[src/rtl/hazard_controller.sv]
// Pipeline hazard unit: load-use stalls, branch flushes, data-memory freeze and EX operand forwarding.
// Outputs are combinational from shadow state; shadows track the pipeline one cycle behind ID.
module hazard_controller #(
    parameter int CNT_W = 16
) (
    input  logic             clk,
    input  logic             rst,
    input  logic             id_valid,
    input  logic [6:0]       id_opcode,
    input  logic [4:0]       id_rd,
    input  logic [4:0]       id_rs1,
    input  logic [4:0]       id_rs2,
    input  logic             ex_branch_taken,
    input  logic             dmem_ready,
    output logic             stall_if,
    output logic             stall_id,
    output logic             bubble_ex,
    output logic             flush_id,
    output logic             freeze,
    output logic [1:0]       fwd_sel1,
    output logic [1:0]       fwd_sel2,
    output logic [CNT_W-1:0] stall_cycles,
    output logic [CNT_W-1:0] flush_count
);

    localparam logic [6:0] OP_LTYPE = 7'b0000011;
    localparam logic [6:0] OP_ITYPE = 7'b0010011;
    localparam logic [6:0] OP_AUIPC = 7'b0010111;
    localparam logic [6:0] OP_STYPE = 7'b0100011;
    localparam logic [6:0] OP_RTYPE = 7'b0110011;
    localparam logic [6:0] OP_LUI   = 7'b0110111;
    localparam logic [6:0] OP_BTYPE = 7'b1100011;
    localparam logic [6:0] OP_JALR  = 7'b1100111;
    localparam logic [6:0] OP_JTYPE = 7'b1101111;

    localparam logic [1:0] MUX_REG = 2'd0;
    localparam logic [1:0] MUX_MEM = 2'd1;
    localparam logic [1:0] MUX_WB  = 2'd2;

    localparam logic [CNT_W-1:0] CNT_ONE = {{(CNT_W-1){1'b0}}, 1'b1};
    localparam logic [CNT_W-1:0] CNT_MAX = {CNT_W{1'b1}};

    typedef struct packed {
        logic [4:0] rd;
        logic       wr;
        logic       load;
        logic       mem;
        logic [4:0] rs1;
        logic [4:0] rs2;
        logic       u1;
        logic       u2;
    } ex_shadow_t;

    typedef struct packed {
        logic [4:0] rd;
        logic       wr;
        logic       load;
        logic       mem;
    } mem_shadow_t;

    typedef struct packed {
        logic [4:0] rd;
        logic       wr;
    } wb_shadow_t;

    typedef enum logic {
        RUN      = 1'b0,
        MEM_WAIT = 1'b1
    } state_t;

    ex_shadow_t  ex_q;
    ex_shadow_t  id_dec;
    ex_shadow_t  ex_nxt;
    mem_shadow_t mem_q;
    wb_shadow_t  wb_q;
    state_t      state;
    state_t      state_nxt;

    logic load_use;
    logic branch_act;
    logic load_use_act;

    // Unknown opcodes (including ERROR) leave every flag clear and behave as a NOP.
    always_comb begin
        id_dec = '0;
        case (id_opcode)
            OP_LTYPE: begin
                id_dec.wr   = 1'b1;
                id_dec.load = 1'b1;
                id_dec.mem  = 1'b1;
                id_dec.u1   = 1'b1;
            end
            OP_ITYPE, OP_JALR: begin
                id_dec.wr = 1'b1;
                id_dec.u1 = 1'b1;
            end
            OP_AUIPC, OP_LUI, OP_JTYPE: begin
                id_dec.wr = 1'b1;
            end
            OP_RTYPE: begin
                id_dec.wr = 1'b1;
                id_dec.u1 = 1'b1;
                id_dec.u2 = 1'b1;
            end
            OP_STYPE: begin
                id_dec.mem = 1'b1;
                id_dec.u1  = 1'b1;
                id_dec.u2  = 1'b1;
            end
            OP_BTYPE: begin
                id_dec.u1 = 1'b1;
                id_dec.u2 = 1'b1;
            end
            default: id_dec = '0;
        endcase
        if (id_dec.wr || id_dec.load || id_dec.mem || id_dec.u1 || id_dec.u2) begin
            id_dec.rd  = id_rd;
            id_dec.rs1 = id_rs1;
            id_dec.rs2 = id_rs2;
        end
        id_dec.wr = id_dec.wr && (id_rd != 5'd0);
    end

    assign load_use = id_valid && ex_q.load &&
                      ((id_dec.u1 && (id_rs1 == ex_q.rd)) ||
                       (id_dec.u2 && (id_rs2 == ex_q.rd)));

    // Freeze dominates: a taken branch seen while frozen is replayed once memory completes.
    assign freeze       = !rst && mem_q.mem && !dmem_ready;
    assign branch_act   = !rst && !freeze && ex_branch_taken;
    assign load_use_act = !rst && !freeze && !ex_branch_taken && load_use;

    assign stall_if  = freeze || load_use_act;
    assign stall_id  = freeze || load_use_act;
    assign bubble_ex = branch_act || load_use_act;
    assign flush_id  = branch_act;

    function automatic logic [1:0] fwd_pick(input logic [4:0]  rs,
                                            input logic        used,
                                            input mem_shadow_t m,
                                            input wb_shadow_t  w);
        logic [1:0] sel;
        sel = MUX_REG;
        if (used && (rs != 5'd0)) begin
            if (m.wr && !m.load && (m.rd == rs)) begin
                sel = MUX_MEM;
            end else if (w.wr && (w.rd == rs)) begin
                sel = MUX_WB;
            end
        end
        return sel;
    endfunction

    assign fwd_sel1 = rst ? MUX_REG : fwd_pick(ex_q.rs1, ex_q.u1, mem_q, wb_q);
    assign fwd_sel2 = rst ? MUX_REG : fwd_pick(ex_q.rs2, ex_q.u2, mem_q, wb_q);

    always_comb begin
        ex_nxt = id_dec;
        if (load_use || ex_branch_taken || !id_valid) begin
            ex_nxt = '0;
        end
    end

    always_ff @(posedge clk or posedge rst) begin
        if (rst) begin
            ex_q  <= '0;
            mem_q <= '0;
            wb_q  <= '0;
        end else if (!freeze) begin
            wb_q  <= '{rd: mem_q.rd, wr: mem_q.wr};
            mem_q <= '{rd: ex_q.rd, wr: ex_q.wr, load: ex_q.load, mem: ex_q.mem};
            ex_q  <= ex_nxt;
        end
    end

    always_ff @(posedge clk or posedge rst) begin
        if (rst) begin
            state <= RUN;
        end else begin
            state <= state_nxt;
        end
    end

    always_comb begin
        state_nxt = state;
        case (state)
            RUN:      if (mem_q.mem && !dmem_ready) state_nxt = MEM_WAIT;
            MEM_WAIT: if (dmem_ready)               state_nxt = RUN;
            default:  state_nxt = RUN;
        endcase
    end

    always_ff @(posedge clk or posedge rst) begin
        if (rst) begin
            stall_cycles <= '0;
            flush_count  <= '0;
        end else begin
            if (stall_if && (stall_cycles != CNT_MAX)) begin
                stall_cycles <= stall_cycles + CNT_ONE;
            end
            if (flush_id && (flush_count != CNT_MAX)) begin
                flush_count <= flush_count + CNT_ONE;
            end
        end
    end

endmodule

[config.mk]
export PLATFORM = sky130hd
export DESIGN_NAME = hazard_controller
export DESIGN_NICKNAME = d
export VERILOG_FILES = /design/src/rtl/hazard_controller.sv
export SDC_FILE = /design/constraint.sdc
export NUM_CORES = 1
export LEC_CHECK = 0
export ABC_AREA = 1
export CORE_MARGIN = 2
export CORE_UTILIZATION = 50
export DETAILED_ROUTE_END_ITERATION = 7
export PLACE_DENSITY = 0.88
export SLEW_MARGIN = 20
export SYNTH_ARGS = -nofsm -noshare
export SYNTH_HDL_FRONTEND = slang
export SYNTH_SLANG_ARGS = --single-unit
[constraint.sdc]
create_clock -name clk -period 4.03 [get_ports clk]
set_input_delay 0.6045 -clock clk [delete_from_list [all_inputs] [get_ports clk]]
set_output_delay 0.6045 -clock clk [all_outputs]
set_load 0.1 [all_outputs]
# Word-level counts from Yosys, hierarchy flattened
# Index checks and enable logic that the tools add are counted.
# classes
addsub	2
eq_ne	17
n_mux	16
reduce_logical	42
# ops
operator	count
$add A16 B1 Y16 const B	2
$ne A16 B16 Y1 const B	2
$eq A5 B5 Y1	6
$eq A7 B6 Y1 const B	3
$eq A7 B7 Y1 const B	3
$logic_and A1 B1 Y1	20
$mux W20	1
$mux W2	8
$reduce_bool A5 Y1	3
$eq A7 B5 Y1 const B	2
$mux W10	1
$logic_or A1 B1 Y1	9
$eq A7 B2 Y1 const B	1
$reduce_or A7 Y1	1
$logic_not A1 Y1	6
$reduce_or A6 Y1	1
$mux W1	5
$mux W5	1
$reduce_or A3 Y1	1
$reduce_or A2 Y1	1
# word_totals
reg_bits	66
input_bits	27
output_inout_bits	41
elab_cells	93

# Logic depth before layout (Yosys ltp)
# logic_depth
word_depth	9
ltp_mapped	14
ltp_nobuf	13

# Least setup slack after synthesis
# No wires, ideal clock.
# synth_path
path_type	input to output
startpoint	input port rst
endpoint	output port freeze
arrival_time_ns	3.716
required_time_ns	3.425
slack_ns	-0.291
cell_stages	5
n_path_buf	2
cell_sequence	inv_1 nand2_1 buf_2 inv_1 buf_1
# synth_via
elab_chain_len	3
# synth_rtl
element	line	rtl
start: declaration	7	input logic rst,
$logic_not A1 Y1 (no line)	-	
$logic_and A1 B1 Y1 (2 in a row)	129	assign freeze = !rst && mem_q.mem && !dmem_ready;
end: declaration	19	output logic freeze,
# Every way passes these cells.

# Worst setup path after layout
# layout_path
startpoint	input port id_opcode[2]
endpoint	output port stall_id
# layout_via
elab_chain_len	8
# layout_rtl
element	line	rtl
start: declaration	9	input logic [6:0] id_opcode,
$eq A7 B7 Y1, or another cell as far along	86	case (id_opcode)
$reduce_or A6 Y1 (no line) / $reduce_or A3 Y1 (equally long branches)	-	
$mux W1	86	
$logic_and A1 B1 Y1 (on tied branches)	125, 126	
$logic_or A1 B1 Y1 *	125	((id_dec.u1 && (id_rs1 == ex_q.rd)) ||
$logic_and A1 B1 Y1 *	124	assign load_use = id_valid && ex_q.load &&
$logic_and A1 B1 Y1 *	131	assign load_use_act = !rst && !freeze && !ex_branch_taken && load_use;
$logic_or A1 B1 Y1 *	134	assign stall_id = freeze || load_use_act;
end: declaration	16	output logic stall_id,
# Mark *: on every way between the ends. The rest lies on a longest branch, timed or not.

==> qor.yml <==
place:
  place.detailed.hpwl_mm: 6.67
  gp_congestion: 0.878
  dp_cells: 643
  placed_area_um2: 4570
  io_buffers: 67
synth:
  synth_seq_area_share: 0.438
  synth_warnings: 0
  avgSynthCellArea_um2: 7.75
  ys_ff_latch: 66
  synth.distinct_cells: 37
  synth_area_um2: 3770
  synth_async_sr_flop_share: 1.00
  synth_edf_count: 0
  synth_fp_nets: 516
  ys.flop_type: "dfrtp_1"
  synth_top_area_frac: 0.438
  syn-instance-count: 487
  synth_area_leaders: "dfrtp_1 44%, nand2_1 14%, xor2_1 7.2%"
  yosysTopAreaCell: "dfrtp_1"
grt:
  grt_max_degree: 43
  grt_usage: 0.230
  grt_overflow_total: 0
  first_global_vias: 3311
  grt_pass1_wl_mm: 15.4
  antenna_found_initial: 0
drt:
  totalWireLength_mm: 9.12
  ant_nets: 0
  viasPerCell: 5.27
  firstDrtPassIters: 5
  vias: 3476
  drt_iter0_markers: 232
  wl_per_cell_um: 13.8
  drc_errors: 0
timing:
  fin_worst_skew_ns: 0.0105
  setup_viol: 0
  tns_ns: 0
  finalCritPeriodShare: 0.780
  rsz0062_at_grt: "false"
  period_needed_ns: 3.14
  slew_headroom: 0.336
  fmax_mhz: 318
  whs_ns: 0.470
  worst_pin_slew_ns: 0.992
  drv_slew: 0
  hold_viol: 0
clock_network:
  cts_buffer_depth: 2
  path_clk_slew_ns: 0.07
  numClockSinks: 66
  htreeDepth: 3
  cts_hold_buf: 0
  clk-insertion-delay-late_ns: 0.35
  cts_tree: "done"
  cts_setup_buffers: 0
  cts_buffers: 9
  post_cts_resized: 0
  root_buffer: "clkbuf_8"
floorplan:
  core_um2: 7290
  die-area_um2: 8260
  rows: 31
  die_h_um: 90.9
  top_level_ports: 68
  initial_core_util: 0.517
  die_x_um: 90.9
worst_setup_path:
  critPathCapture: "stall_id"
  rr_startpoint: "mem_q[0]"
  critPathLaunch: "id_opcode[2]"
  crit_chain: "clkdlybuf4s50_1, nor3_2, nand2_2, nand3_2, nand2_1, nand2_1, nand3_2, nand2_4, buf_12"
  crit_path_start_kind: "input pin"
  endpoint_kind: "primary output"
  r2r_setup_slack_ns: 1.89
  r2r_cells: 12
  max_stage_delay_ns: 0.50
  slowest_stage: "clkdlybuf4s50_1"
  worstSetupPathType: "in2out"
  cp_top_family: "simple AND/OR/NAND/NOR gates"
  critPathRequiredTime_ns: 3.43
  path_depth: 9
  crit_fanout: 19
  crit_arrival_ns: 2.54
  worst-path-buf-inv: 2
  r2r-end: "flush_count[14]"
min_path:
  min_path_type: "reg2reg"
finish:
  syn_to_final_growth_pct: 26.9
  final_util: 0.657
  n_fill_cell: 605
  fin_area_um2: 4790
  antenna-diode-count: 0
  fin_nets: 584
  layout-drive-gt1-share: 0.0768
  fin_cells: 659
pwr:
  p_leak_uw: 0.00224
  vdd_drop_max_mv: 0.163
  powerDensity_nw_per_um2: 373
run_status:
  status: "completed"
run:
  cap_viol_max_count: 0
[how the worst min path moves through the flow]
stage                           to  cells after the start  slack, ns     start
after CTS                 mem_q[0]                      2       0.47  ex_q[12]
after global routing      mem_q[0]                      2       0.51  ex_q[12]
after global placement    mem_q[0]                      2       0.45  ex_q[12]
after floorplan           mem_q[0]                      2       0.42  ex_q[12]
final                     mem_q[0]                      2       0.47  ex_q[12]
after detailed placement  mem_q[0]                      2       0.46  ex_q[12]
[through the flow]
step / total power, uW / setup WS (ns)
2_1_floorplan: 1060 / 0.434
3_3_place_gp: 1180 / 1.03
3_5_place_dp: 1190 / 0.940
4_1_cts: 1790 / 0.928
5_1_grt: 1860 / 0.720
6_report: 1790 / 0.887
[power breakdown]
part	internal (uW)	leakage [uW]	switching, uW
registers	695	0.000899	49.1
clock network	350	0.000107	259
logic	112	0.00124	320
[registers in the layout (all words and copies together), names as in the netlist]
name          cells
ex_q             20
wb_q              6
flush_count      16
mem_q             8
stall_cycles     16
[synth_stat cells, types with 2 or more instances]
cell,n
nand2_1,140
dfrtp_1,66
inv_1,52
o21ai_0,48
nand3_1,36
xor2_1,31
nor2_1,30
nor3_1,12
xnor2_1,12
nand4_1,7
clkbuf_1,5
a21oi_1,4
buf_2,4
nor4_1,4
o22ai_1,4
nor3_2,3
buf_4,2
ha_1,2
nand2_2,2
nand2_4,2
nand3_2,2
nor2_2,2
nor3b_1,2
o41ai_1,2
[cell type report]
type,instances,area (um^2),share of cell area
timing repair buffer,70,733,0.153
tap,99,124,0.0259
multi-input combinational,355,1860,0.388
clock inverter,6,90.1,0.0188
inverter,53,203,0.0423
sequential,66,1650,0.345
clock buffer,10,128,0.0267
[worst reg2reg max path, stage by stage (launching register included)]
cell	delay, ns
dfrtp_1	0.37
inv_1	0.06
nor2_1	0.04
nand2_1	0.26
buf_4	0.32
nand3_1	0.14
inv_1	0.15
nand2_2	0.14
inv_2	0.12
nand2_1	0.09
nor2_2	0.14
nand2_1	0.08
xnor2_1	0.12
[kinds of logic after synthesis]
kind of cell | synth area share
AND/OR/NAND/NOR | 0.294
buffers and inverters | 0.0710
flip-flops | 0.438
AO/OA/AOI/OAI | 0.0906
XOR/XNOR | 0.0998
adder cells (fa/ha/maj) | 0.00663
[metal layers]
layer | GRT usage | vias to the layer above | routed length (um) | share of wire
li1 | - | 1711 | - | -
met1 | 0.295 | 1614 | 3940 | 0.43
met2 | 0.381 | 131 | 4470 | 0.49
met3 | 0.0526 | 20 | 494 | 0.054
met4 | 0.0884 | 0 | 215 | 0.024
met5 | 0 | - | 0 | 0
[cell usage in the layout, fill, tap and decap left out, types with 2 or more instances in the layout]
| master | netlist | layout |
|---|---|---|
| nor3b_1 | 2 | 2 |
| dfrtp_1 | 66 | 66 |
| nand3_1 | 36 | 36 |
| o22ai_1 | 4 | 4 |
| nor2_1 | 30 | 30 |
| a21oi_1 | 4 | 4 |
| clkdlybuf4s50_1 | 0 | 58 |
| nor2_2 | 2 | 2 |
| nor4_1 | 4 | 3 |
| xnor2_1 | 12 | 12 |
| buf_12 | 0 | 5 |
| nor3_1 | 12 | 12 |
| xor2_1 | 31 | 31 |
| nand4_1 | 7 | 7 |
| clkinvlp_4 | 0 | 2 |
| nand3_2 | 2 | 2 |
| bufinv_16 | 0 | 2 |
| nand2_2 | 2 | 2 |
| o21ai_0 | 48 | 48 |
| o41ai_1 | 2 | 2 |
| ha_1 | 2 | 2 |
| clkbuf_8 | 0 | 9 |
| nor3_2 | 3 | 3 |
| buf_4 | 2 | 7 |
| inv_1 | 52 | 51 |
| nand2_4 | 2 | 2 |
| nand2_1 | 140 | 140 |
(Power assumes the default switching activity.)
